==> config.mk <==
export PLATFORM = sky130hd
export DESIGN_NAME = regfile_access_ctrl_flat
export DESIGN_NICKNAME = d
export VERILOG_FILES = /design/src/rtl/regfile_access_ctrl_if.sv /design/src/rtl/regfile_access_ctrl.sv /design/src/flat_wrapper.sv
export SDC_FILE = /design/constraint.sdc
export NUM_CORES = 1
export LEC_CHECK = 0
export ABC_CLOCK_PERIOD_IN_PS = 2890
export CORE_UTILIZATION = 30
export CTS_CLUSTER_DIAMETER = 200
export DETAILED_ROUTE_END_ITERATION = 16
export DONT_BUFFER_PORTS = 1
export SYNTH_ARGS = -nofsm -noshare
export SYNTH_HDL_FRONTEND = slang
export SYNTH_SLANG_ARGS = --single-unit
==> constraint.sdc <==
create_clock -name clk -period 2.89 [get_ports clk]
set_input_delay 0.578 -clock clk [delete_from_list [all_inputs] [get_ports clk]]
set_output_delay 0.578 -clock clk [all_outputs]
set_load 0.1 [all_outputs]
==> src/rtl/regfile_access_ctrl_if.sv <==
// Bundles the command, response and register-file pins of the access controller.
// The controller takes the slave view; the front end and register file take the master view.
interface regfile_access_ctrl_if #(
    parameter int DATA_WIDTH = 8,
    parameter int ADDR_WIDTH = 3
);
    logic                  cmd_valid;
    logic                  cmd_ready;
    logic [1:0]            cmd_op;
    logic [ADDR_WIDTH-1:0] cmd_addr_a;
    logic [ADDR_WIDTH-1:0] cmd_addr_b;
    logic [DATA_WIDTH-1:0] cmd_wdata;

    logic                  rf_write_enable;
    logic [ADDR_WIDTH-1:0] rf_read_reg1;
    logic [ADDR_WIDTH-1:0] rf_read_reg2;
    logic [DATA_WIDTH-1:0] rf_write_data;
    logic [DATA_WIDTH-1:0] rf_read_data1;
    logic [DATA_WIDTH-1:0] rf_read_data2;

    logic                  rsp_valid;
    logic                  rsp_ready;
    logic [DATA_WIDTH-1:0] rsp_data_a;
    logic [DATA_WIDTH-1:0] rsp_data_b;
    logic [ADDR_WIDTH-1:0] rsp_addr;
    logic                  rsp_last;

    modport slave (
        input  cmd_valid, cmd_op, cmd_addr_a, cmd_addr_b, cmd_wdata,
        input  rf_read_data1, rf_read_data2, rsp_ready,
        output cmd_ready, rf_write_enable, rf_read_reg1, rf_read_reg2, rf_write_data,
        output rsp_valid, rsp_data_a, rsp_data_b, rsp_addr, rsp_last
    );

    modport master (
        output cmd_valid, cmd_op, cmd_addr_a, cmd_addr_b, cmd_wdata,
        output rf_read_data1, rf_read_data2, rsp_ready,
        input  cmd_ready, rf_write_enable, rf_read_reg1, rf_read_reg2, rf_write_data,
        input  rsp_valid, rsp_data_a, rsp_data_b, rsp_addr, rsp_last
    );
endinterface

==> src/rtl/regfile_access_ctrl.sv <==
// Command-driven initiator for the CPU register file: executes READ, WRITE and DUMP
// commands on the register-file pins and returns read data on a valid/ready channel.
module regfile_access_ctrl #(
    parameter int DATA_WIDTH = 8,
    parameter int ADDR_WIDTH = 3,
    parameter int NUM_REGS   = 8
) (
    input  logic                  clk,
    input  logic                  rst,
    regfile_access_ctrl_if.slave  bus,
    output logic                  busy
);
    typedef enum logic [2:0] {
        S_IDLE, S_WRITE, S_READ, S_RESP, S_DUMP_RD, S_DUMP_RSP
    } state_t;

    localparam logic [1:0] OP_READ  = 2'b00;
    localparam logic [1:0] OP_WRITE = 2'b01;
    localparam logic [1:0] OP_DUMP  = 2'b10;
    localparam logic [ADDR_WIDTH-1:0] LAST_IDX = ADDR_WIDTH'(NUM_REGS - 1);

    state_t                state_q, state_d;
    logic [ADDR_WIDTH-1:0] rr1_q, rr1_d, rr2_q, rr2_d, idx_q, idx_d;
    logic [DATA_WIDTH-1:0] wdata_q, wdata_d;
    logic                  rsp_valid_q, rsp_valid_d, rsp_last_q, rsp_last_d;
    logic [DATA_WIDTH-1:0] rsp_a_q, rsp_a_d, rsp_b_q, rsp_b_d;
    logic [ADDR_WIDTH-1:0] rsp_addr_q, rsp_addr_d;
    logic [ADDR_WIDTH-1:0] idx_next;

    always_ff @(posedge clk) begin
        if (rst) state_q <= S_IDLE;
        else     state_q <= state_d;
    end

    always_ff @(posedge clk) begin
        if (rst) begin
            rr1_q       <= '0;
            rr2_q       <= '0;
            idx_q       <= '0;
            wdata_q     <= '0;
            rsp_valid_q <= 1'b0;
            rsp_last_q  <= 1'b0;
            rsp_a_q     <= '0;
            rsp_b_q     <= '0;
            rsp_addr_q  <= '0;
        end else begin
            rr1_q       <= rr1_d;
            rr2_q       <= rr2_d;
            idx_q       <= idx_d;
            wdata_q     <= wdata_d;
            rsp_valid_q <= rsp_valid_d;
            rsp_last_q  <= rsp_last_d;
            rsp_a_q     <= rsp_a_d;
            rsp_b_q     <= rsp_b_d;
            rsp_addr_q  <= rsp_addr_d;
        end
    end

    assign idx_next = idx_q + 1'b1;

    always_comb begin
        state_d     = state_q;
        rr1_d       = rr1_q;
        rr2_d       = rr2_q;
        idx_d       = idx_q;
        wdata_d     = wdata_q;
        rsp_valid_d = rsp_valid_q;
        rsp_last_d  = rsp_last_q;
        rsp_a_d     = rsp_a_q;
        rsp_b_d     = rsp_b_q;
        rsp_addr_d  = rsp_addr_q;
        unique case (state_q)
            S_IDLE: begin
                // Reserved opcode falls through every branch: accepted, then dropped.
                if (bus.cmd_valid) begin
                    if (bus.cmd_op == OP_WRITE) begin
                        rr1_d   = bus.cmd_addr_a;
                        wdata_d = bus.cmd_wdata;
                        state_d = S_WRITE;
                    end else if (bus.cmd_op == OP_READ) begin
                        rr1_d   = bus.cmd_addr_a;
                        rr2_d   = bus.cmd_addr_b;
                        state_d = S_READ;
                    end else if (bus.cmd_op == OP_DUMP) begin
                        idx_d   = '0;
                        rr1_d   = '0;
                        rr2_d   = '0;
                        state_d = S_DUMP_RD;
                    end
                end
            end
            S_WRITE: state_d = S_IDLE;
            S_READ: begin
                rsp_a_d     = bus.rf_read_data1;
                rsp_b_d     = bus.rf_read_data2;
                rsp_addr_d  = rr1_q;
                rsp_last_d  = 1'b1;
                rsp_valid_d = 1'b1;
                state_d     = S_RESP;
            end
            S_RESP: begin
                if (bus.rsp_ready) begin
                    rsp_valid_d = 1'b0;
                    state_d     = S_IDLE;
                end
            end
            S_DUMP_RD: begin
                rsp_a_d     = bus.rf_read_data1;
                rsp_b_d     = bus.rf_read_data1;
                rsp_addr_d  = idx_q;
                rsp_last_d  = (idx_q == LAST_IDX);
                rsp_valid_d = 1'b1;
                state_d     = S_DUMP_RSP;
            end
            S_DUMP_RSP: begin
                if (bus.rsp_ready) begin
                    rsp_valid_d = 1'b0;
                    if (rsp_last_q) begin
                        state_d = S_IDLE;
                    end else begin
                        idx_d   = idx_next;
                        rr1_d   = idx_next;
                        rr2_d   = idx_next;
                        state_d = S_DUMP_RD;
                    end
                end
            end
            default: state_d = S_IDLE;
        endcase
    end

    // Write strobe is gated by rst so an aborted WRITE never reaches the register file.
    always_comb begin
        bus.cmd_ready       = (state_q == S_IDLE);
        bus.rf_write_enable = (state_q == S_WRITE) && !rst;
        busy                = (state_q != S_IDLE);
    end

    assign bus.rf_read_reg1  = rr1_q;
    assign bus.rf_read_reg2  = rr2_q;
    assign bus.rf_write_data = wdata_q;
    assign bus.rsp_valid     = rsp_valid_q;
    assign bus.rsp_data_a    = rsp_a_q;
    assign bus.rsp_data_b    = rsp_b_q;
    assign bus.rsp_addr      = rsp_addr_q;
    assign bus.rsp_last      = rsp_last_q;
endmodule

==> src/flat_wrapper.sv <==
// flat-port wrapper written by rule: the top's interface ports become plain ports
module regfile_access_ctrl_flat 
#(
    parameter int DATA_WIDTH = 8,
    parameter int ADDR_WIDTH = 3,
    parameter int NUM_REGS   = 8
)
  (clk, rst, busy, bus_cmd_valid, bus_cmd_op, bus_cmd_addr_a, bus_cmd_addr_b, bus_cmd_wdata, bus_rf_read_data1, bus_rf_read_data2, bus_rsp_ready, bus_cmd_ready, bus_rf_write_enable, bus_rf_read_reg1, bus_rf_read_reg2, bus_rf_write_data, bus_rsp_valid, bus_rsp_data_a, bus_rsp_data_b, bus_rsp_addr, bus_rsp_last);
  regfile_access_ctrl_if #(.DATA_WIDTH(DATA_WIDTH), .ADDR_WIDTH(ADDR_WIDTH)) bus_i ();
  input  logic clk;
  input  logic rst;
  output logic busy;
  input wire logic [$bits(bus_i.cmd_valid)-1:0] bus_cmd_valid;
  input wire logic [$bits(bus_i.cmd_op)-1:0] bus_cmd_op;
  input wire logic [$bits(bus_i.cmd_addr_a)-1:0] bus_cmd_addr_a;
  input wire logic [$bits(bus_i.cmd_addr_b)-1:0] bus_cmd_addr_b;
  input wire logic [$bits(bus_i.cmd_wdata)-1:0] bus_cmd_wdata;
  input wire logic [$bits(bus_i.rf_read_data1)-1:0] bus_rf_read_data1;
  input wire logic [$bits(bus_i.rf_read_data2)-1:0] bus_rf_read_data2;
  input wire logic [$bits(bus_i.rsp_ready)-1:0] bus_rsp_ready;
  output wire logic [$bits(bus_i.cmd_ready)-1:0] bus_cmd_ready;
  output wire logic [$bits(bus_i.rf_write_enable)-1:0] bus_rf_write_enable;
  output wire logic [$bits(bus_i.rf_read_reg1)-1:0] bus_rf_read_reg1;
  output wire logic [$bits(bus_i.rf_read_reg2)-1:0] bus_rf_read_reg2;
  output wire logic [$bits(bus_i.rf_write_data)-1:0] bus_rf_write_data;
  output wire logic [$bits(bus_i.rsp_valid)-1:0] bus_rsp_valid;
  output wire logic [$bits(bus_i.rsp_data_a)-1:0] bus_rsp_data_a;
  output wire logic [$bits(bus_i.rsp_data_b)-1:0] bus_rsp_data_b;
  output wire logic [$bits(bus_i.rsp_addr)-1:0] bus_rsp_addr;
  output wire logic [$bits(bus_i.rsp_last)-1:0] bus_rsp_last;
  assign bus_i.cmd_valid = bus_cmd_valid;
  assign bus_i.cmd_op = bus_cmd_op;
  assign bus_i.cmd_addr_a = bus_cmd_addr_a;
  assign bus_i.cmd_addr_b = bus_cmd_addr_b;
  assign bus_i.cmd_wdata = bus_cmd_wdata;
  assign bus_i.rf_read_data1 = bus_rf_read_data1;
  assign bus_i.rf_read_data2 = bus_rf_read_data2;
  assign bus_i.rsp_ready = bus_rsp_ready;
  assign bus_cmd_ready = bus_i.cmd_ready;
  assign bus_rf_write_enable = bus_i.rf_write_enable;
  assign bus_rf_read_reg1 = bus_i.rf_read_reg1;
  assign bus_rf_read_reg2 = bus_i.rf_read_reg2;
  assign bus_rf_write_data = bus_i.rf_write_data;
  assign bus_rsp_valid = bus_i.rsp_valid;
  assign bus_rsp_data_a = bus_i.rsp_data_a;
  assign bus_rsp_data_b = bus_i.rsp_data_b;
  assign bus_rsp_addr = bus_i.rsp_addr;
  assign bus_rsp_last = bus_i.rsp_last;
  regfile_access_ctrl #(.DATA_WIDTH(DATA_WIDTH), .ADDR_WIDTH(ADDR_WIDTH), .NUM_REGS(NUM_REGS)) u_core (.clk(clk), .rst(rst), .bus(bus_i), .busy(busy));
endmodule
==> flow_summary.ini, run 1 <==
[worst_setup_path]
worstPathMaxFanout = 13
worstPathArrival_ps = 1720
crit_required_ps = 2310
reg2reg_depth = 5
endpoint_kind = primary output
worstSetupPathType = register to primary output
cp-start-kind = register

[route]
via_per_inst = 5.08
finalWirelength_um = 4170
drtAntennaViolNets = 0
firstDrtPassIters = 4
vias = 1387
drt-initial-drc-count = 45
wl_per_cell_um = 15.3
drc = 0

[grt]
grt_util_met1 = 0.147
grt_overflow = 0
busiest_layer = met2
grt_max_degree = 43
grt_pass1_wl_um = 6220
gr-usage-met2 = 0.196
grtUsageTotal = 0.126
grt_pass1_vias = 1285
antenna_found_initial = 0
use_met3 = 0.0618

[logic_synthesis]
seq_area_frac_synth = 0.441
synth_warnings = 0
synthCells = 192
ys.flop_type = dfxtp_1
yosys_register_bits = 41
synthArstFlopShare = 0
yosys.cell_types.count = 34
synth.avg_cell_area_um2 = 9.70
synth.net_count = 230
synth_edf_count = 0
synth_area_um2 = 1860

[clock_network]
clock-sinks = 41
cts_made_buffers = 5
cts_hold_buffers = 0
cts_root_buffer = clkbuf_8
clock_latency_ps = 290
cts_tree = built
cts_max_path_buffers = 2
clkTransAtPathRegs_ps = 80
cts_setup_buffers = 0
htree_levels = 2
cts_resized = 0

[final_layout]
layout-drive-gt1-share = 0.141
area_growth_pct = 12.9
final_cell_count_no_fill = 273
n_fill_cell = 614
utilization = 0.353
fin_area_um2 = 2100
final_nets = 235
antenna_cells = 0

[place]
globalplace.congestion = 0.754
post_dp_cell_area_um2 = 1990
dp_hpwl_um = 2970
dp_cells = 265
port_buffers = 0

[status]
outcome = finished clean

[timing]
setup_violations = 0
period_share = 0.795
maxSlewViolCount = 0
setup_tns_ps = 0
finalHoldViolations = 0
skew_ps = 6.99
relSlewSlack = 0.330
worstMarginPinSlew_ps = 1000
rsz0062_at_grt = no
min_period_ps = 2300
max_freq_mhz = 435

[hold_path]
hold_path.class = input port to register
hold_path_depth = 1

[die]
die_width_um = 80.8
core_um2 = 5960
die_h_um = 80.8
initial_core_util = 0.313
io_pins = 74
die_area_um2 = 6530
std_cell_rows = 28

[pwr]
peakVddDrop_uv = 524
p_leak_nw = 0.817
power.density_nw_per_um2 = 1240

[flow_run]
maxCapViolations = 0
## report_power, final
group	internal, mW	switching [mW]
logic	0.251	0.458
clock network	0.282	0.204
registers	0.676	0.741
## cells in the mapped netlist (2+ instances only)
library cell | count | area (µm²)
nor2_1 | 43 | 161
dfxtp_1 | 41 | 821
mux2i_1 | 30 | 300
a211oi_1 | 14 | 105
a311oi_1 | 5 | 43.8
clkbuf_1 | 5 | 18.8
inv_1 | 5 | 18.8
nand3_1 | 5 | 25.0
a21oi_1 | 4 | 20.0
nand2b_1 | 4 | 25.0
buf_2 | 3 | 15.0
buf_4 | 3 | 22.5
nand2_1 | 3 | 11.3
a221oi_4 | 2 | 52.6
a31oi_1 | 2 | 12.5
ha_1 | 2 | 25.0
nand3b_1 | 2 | 15.0
nor3b_2 | 2 | 25.0
o21ai_0 | 2 | 10.0
## per-stage QoR
| stage | worst slack, ps | hold slack [ps] | total power, mW |
|---|---|---|---|
| 6_report | 592 | 344 | 2.61 |
| 3_5_place_dp | 729 | 488 | 2.15 |
| 5_1_grt | 451 | 321 | 2.73 |
| 2_1_floorplan | 225 | 467 | 2.02 |
| 3_3_place_gp | 814 | 471 | 2.14 |
| 4_1_cts | 574 | 334 | 2.64 |
## final timing paths
check | from | endpoint | slack (ps)
max | u_core.state_q[0]$_SDFFE_PP0P_ | bus_rf_write_enable | 590
min | rst | u_core.bus.rsp_data_a[6]$_SDFFE_PP0P_ | 340
max reg2reg | u_core.state_q[1]$_SDFFE_PP0P_ | u_core.bus.rsp_data_b[1]$_SDFFE_PP0P_ | 730
min reg2reg | u_core.idx_q[2]$_SDFFE_PP0P_ | u_core.idx_q[2]$_SDFFE_PP0P_ | 500
## kinds of logic after synthesis
kind of cell,Yosys count,synth area share
AO/OA/AOI/OAI,35,0.167
buffers and inverters,17,0.0423
XOR/XNOR,1,0.00470
adder cells (fa/ha/maj),2,0.0134
flip-flops,41,0.441
AND/OR/NAND/NOR,66,0.171
multiplexers,30,0.161
## per-layer routing
layer | part of all wire | vias up
met1 | 0.43 | 635
li1 | - | 692
met2 | 0.46 | 49
met5 | 0 | -
met3 | 0.089 | 11
met4 | 0.021 | 0
## area by class of cell
type | instances | area, µm² | area share
Timing Repair Buffer | 10 | 75.1 | 0.0357
Multi-Input combinational cell | 134 | 978 | 0.465
Sequential cell | 41 | 821 | 0.390
Tap cell | 75 | 93.8 | 0.0446
Inverter | 5 | 18.8 | 0.00892
Clock buffer | 7 | 86.3 | 0.0410
Clock inverter | 1 | 30.0 | 0.0143
## worst max-delay path: stages, from the launching register on
cell and delay, ps:
dfxtp_1 620, inv_1 190, nor4_4 280, buf_4 330
## sequential cells by signal, summed over array words and instances, names as in the netlist
signal	count
u_core.bus.rsp_valid	1
u_core.bus.rf_read_reg2	3
u_core.state_q	3
u_core.bus.rsp_last	1
u_core.bus.rsp_data_a	8
u_core.bus.rsp_data_b	8
u_core.bus.rsp_addr	3
u_core.bus.rf_write_data	8
u_core.bus.rf_read_reg1	3
u_core.idx_q	3
## cells in the final DEF (no fill, tap or decap), drive strengths merged, types with 4 or more instances in the layout
cell,n
a211oi,15
a21oi,4
mux2i,30
nand2b,4
nand3,6
buf,10
dfxtp,41
inv,5
a311oi,5
nor2,44
clkbuf,7
Note: power is estimated with default switching activity, not from simulation.
==> inputs of run 2 (changes only) <==
- ABC_CLOCK_PERIOD_IN_PS: 2890 -> 2290
- clock period: 2.89 -> 2.29 ns (I/O delays scaled with it)
==> run 2 against run 1 <==
  * Critical path depth unchanged
  * Sequential power decreased by 34%
  * Sequential cell count unchanged
  * Worst setup slack got worse by 480 ps
==> flow_summary.ini, run 2 (synthesized netlist as in run 1, its figures left out) <==
[status]
outcome = finished clean

[worst_setup_path]
worstSetupPathType = register to primary output
endpoint_kind = primary output
worstPathMaxFanout = 14
worstPathArrival_ps = 1720
crit_required_ps = 1830
cp-start-kind = register

[clock_network]
cts_made_buffers = 5
clock_latency_ps = 280
cts_resized = 0
cts_hold_buffers = 0
clkTransAtPathRegs_ps = 70
clock-sinks = 41
htree_levels = 2
cts_max_path_buffers = 2
cts_root_buffer = clkbuf_8
cts_tree = built
cts_setup_buffers = 0

[hold_path]
hold_path.class = input port to register

[pwr]
p_switching_mw = 1.77
power.density_nw_per_um2 = 1430
peakVddDrop_uv = 575
comb_power_share = 0.582
p_leak_nw = 0.960
power.clock.fraction = 0.132
p_total_mw = 3.28
swShare = 0.541
internal-power_mw = 1.50
pwr-share-seq = 0.286

[final_layout]
area_growth_pct = 23.4
final_common_cell = nor2_1
final_nets = 266
layout_common_cells = nor2_1, buf_4, dfxtp_1
final_cell_count_no_fill = 302
multi_input_area_um2 = 980
layout-drive-gt1-share = 0.264
n_fill_cell = 636
final-seq-area_um2 = 821
antenna_cells = 0

[route]
vias = 1467
firstDrtPassIters = 3
finalWirelength_um = 4200
drt-initial-drc-count = 32
wl_per_cell_um = 13.9
drc = 0
via_per_inst = 4.86
drtAntennaViolNets = 0

[die]
initial_core_util = 0.313
die_h_um = 80.8
std_cell_rows = 28
die_area_um2 = 6530
core_um2 = 5960
die_width_um = 80.8
io_pins = 74

[place]
globalplace.congestion = 0.760
port_buffers = 0
dp_hpwl_um = 3030
dp_cells = 296

[timing]
maxSlewViolCount = 0
rsz0062_at_grt = no
relSlewSlack = 0.632
setup_violations = 0
worstMarginPinSlew_ps = 551
setup_tns_ps = 0
skew_ps = 3.21
min_period_ps = 2180
period_share = 0.950
finalHoldViolations = 0
max_freq_mhz = 460

[grt]
grt_pass1_wl_um = 6360
grt_overflow = 0
antenna_found_initial = 0
grt_max_degree = 43
grt_pass1_vias = 1341
grtUsageTotal = 0.129

[flow_run]
maxCapViolations = 0
[run 2: per-stage QoR]
step / area (µm²) / util / hold slack [ps] / worst slack, ps
after global routing: 2300 / 0.386 / 218 / 39.4
after floorplan: 1880 / - / 467 / 41.7
after global placement: 2220 / 0.374 / 482 / 460
after CTS: 2300 / 0.386 / 220 / 110
final: 2300 / 0.386 / 241 / 114
after detailed placement: 2220 / 0.374 / 489 / 389
[run 2: worst paths after layout]
| kind | end | slack [ps] | from | cells after the start |
|---|---|---|---|---|
| worst max-delay path | bus_cmd_ready | 110 | u_core.state_q[2]$_SDFFE_PP0P_ | 3 |
| worst min register to register | u_core.bus.rsp_data_b[2]$_SDFFE_PP0P_ | 500 | u_core.bus.rsp_data_b[2]$_SDFFE_PP0P_ | 2 |
| worst min-delay path | u_core.bus.rsp_data_a[3]$_SDFFE_PP0P_ | 240 | rst | 1 |
| worst max register to register | u_core.bus.rf_read_reg1[2]$_SDFFE_PP0P_ | 350 | u_core.state_q[2]$_SDFFE_PP0P_ | 4 |
[run 2: area by class of cell]
class,count,share of cell area
inverters,5,0.00980
clock buffers,5,0.0299
multi-input cells,134,0.426
clock inverters,1,0.00218
well taps,75,0.0408
repair buffers,41,0.134
flip-flops and latches,41,0.357
[run 2: power by group through the flow]
| stage | Combinational (mW) | Sequential, mW | Clock, mW |
|---|---|---|---|
| finish | 1.91 | 0.938 | 0.432 |
| global route | 2.00 | 0.958 | 0.485 |
| CTS | 1.92 | 0.939 | 0.452 |
| detailed placement | 1.92 | 0.956 | 0 |
| global placement | 1.91 | 0.950 | 0 |
| floorplan | 0.683 | 1.88 | 0 |
[run 2: layer usage]
| metal | vias to the layer above | share of wire | global-route usage |
|---|---|---|---|
| li1 | 756 | - | - |
| met1 | 663 | 0.46 | 0.160 |
| met2 | 42 | 0.45 | 0.199 |
| met3 | 6 | 0.082 | 0.0562 |
| met4 | 0 | 0.010 | 0.0429 |
| met5 | - | 0 | 0 |
[run 2: worst max-delay path, cell delays in order (launching register included)]
cell and delay, ps:
dfxtp_1 480, or3_2 590, clkinvlp_4 80, buf_4 280
==> inputs of run 3 (changes only) <==
- ABC_CLOCK_PERIOD_IN_PS: 2290 -> 2590
- CELL_PAD_IN_SITES_DETAIL_PLACEMENT: unset -> 1
- CELL_PAD_IN_SITES_GLOBAL_PLACEMENT: unset -> 2
- PLACE_DENSITY_LB_ADDON: unset -> 0.1
- TNS_END_PERCENT: unset -> 30
- clock period: 2.29 -> 2.59 ns (I/O delays scaled with it)
==> run 3 against run 2 <==
  * Routed wire length increased by 11%
  * Design area grew 1.1%
  * Hold slack better by 49 ps
  * Count of clock-buffer cells in the layout stayed put
  * Critical path depth stayed put
  * Total power is 7.9% lower
  * Combinational power fell by 12%
  * Sequential share of layout area fell by 0.38 points
  * First-iteration DRC count down 25%
  * Die area is the same
  * Global-route usage grew 2.2 points
  * Non-clock buffer count stayed put
  * Highest routed layer unchanged
==> flow_summary.ini, run 3 (synthesized netlist as in run 1, its figures left out) <==
[status]
outcome = finished clean

[flow_run]
maxCapViolations = 0

[hold_path]
whs_endpoint = u_core.bus.rsp_addr[1]$_SDFFE_PP0P_
hold_path_depth = 1
hp-start = rst
hold_path.class = input port to register

[die]
die_width_um = 80.8
initial_core_util = 0.313
std_cell_rows = 28
die_area_um2 = 6530
core_um2 = 5960
die_h_um = 80.8
io_pins = 74

[clock_network]
clock_latency_ps = 290
clkTransAtPathRegs_ps = 80
clock-sinks = 41
htree_levels = 2
cts_root_buffer = clkbuf_8
cts_tree = built
cts_max_path_buffers = 2
cts_setup_buffers = 0
cts_hold_buffers = 0
cts_resized = 0
cts_made_buffers = 5

[worst_setup_path]
r2r_slack_ps = 690
worstPathMaxFanout = 13
endpoint_kind = primary output
crit_required_ps = 2070
regToRegStartpoint = u_core.state_q[2]$_SDFFE_PP0P_
crit_buf_inv = 2
path_cells = inv_1 -> nor4_4 -> buf_4
cpPeakStageDelay_ps = 610
reg2reg_depth = 4
worstSetupPathType = register to primary output
path_depth = 3
cp-start-kind = register
path_delay_family = flip-flops
cp_slowest_cell = dfxtp_1
timing.rr.end = u_core.bus.rf_read_reg1[1]$_SDFFE_PP0P_
worstPathArrival_ps = 1690

[timing]
skew_ps = 5.48
period_share = 0.852
max_freq_mhz = 453
maxSlewViolCount = 0
setup_violations = 0
relSlewSlack = 0.665
min_period_ps = 2210
finalHoldViolations = 0
worstMarginPinSlew_ps = 501
rsz0062_at_grt = no

[grt]
grt_pass1_wl_um = 7410
grt_overflow = 0
grt_max_degree = 43
grtUsageTotal = 0.151
grt_pass1_vias = 1590
antenna_found_initial = 0

[place]
dp_hpwl_um = 3500
port_buffers = 0
post_dp_cell_area_um2 = 2220
globalplace.congestion = 0.847

[route]
wl_per_cell_um = 15.3
drtAntennaViolNets = 0
drc = 0
drt-initial-drc-count = 24
firstDrtPassIters = 4
finalWirelength_um = 4650
vias = 1499
via_per_inst = 4.95

[final_layout]
final_common_cell = nor2_1
area_growth_pct = 24.7
layout-drive-gt1-share = 0.259
final_nets = 266
antenna_cells = 0
n_fill_cell = 699
layout_common_cells = nor2_1, buf_4, dfxtp_1
fin_area_um2 = 2320

[pwr]
peakVddDrop_uv = 487
p_leak_nw = 0.978
p_total_mw = 3.02
power.density_nw_per_um2 = 1300
run 3: cell types whose count changed in the layout (fill, tap and decap cells not counted), sizes merged:
cell / change
inv: +1
clkinvlp: -1
bufinv: +1
run 3: report_power, final:
part           switching (mW)  internal (mW)  total, mW  leakage, nW
registers              0.0715          0.755      0.826        0.335
clock network           0.218          0.280      0.498       0.0540
logic                    1.30          0.394       1.69        0.588
total                    1.59           1.43       3.02        0.978
run 3: worst max path at each step:
| stage | from | to | slack [ps] |
|---|---|---|---|
| floorplan | u_core.state_q[2]$_SDFFE_PP0P_ | bus_cmd_ready | -10 |
| global placement | u_core.state_q[0]$_SDFFE_PP0P_ | bus_rf_write_enable | 760 |
| detailed placement | u_core.state_q[2]$_SDFFE_PP0P_ | u_core.bus.rf_read_reg2[1]$_SDFFE_PP0P_ | 690 |
| CTS | u_core.state_q[0]$_SDFFE_PP0P_ | bus_rf_write_enable | 380 |
| global route | u_core.state_q[0]$_SDFFE_PP0P_ | bus_rf_write_enable | 300 |
| finish | u_core.state_q[0]$_SDFFE_PP0P_ | bus_rf_write_enable | 380 |
run 3: final cells by class:
type / count / area, µm² / area share
Inverter: 5 / 18.8 / 0.00808
Multi-Input combinational cell: 134 / 978 / 0.421
Clock buffer: 5 / 68.8 / 0.0296
Clock inverter: 2 / 35.0 / 0.0151
Timing Repair Buffer: 41 / 308 / 0.132
Tap cell: 75 / 93.8 / 0.0404
Sequential cell: 41 / 821 / 0.353
run 3: stage by stage:
stage	util	hold WS [ps]	setup WS [ps]	setup TNS, ps	cells
after floorplan	-	467	-14.6	-14.6	192
after global placement	0.373	487	761	0	296
after detailed placement	0.373	489	690	0	296
after CTS	0.390	279	384	0	303
after global routing	0.390	275	304	0	303
final	0.390	290	383	0	303
run 3: layer usage:
metal	part of all wire	track usage
met3	0.059	0.0427
met1	0.41	0.169
met5	0	0
met2	0.52	0.261
met4	0.018	0.0750
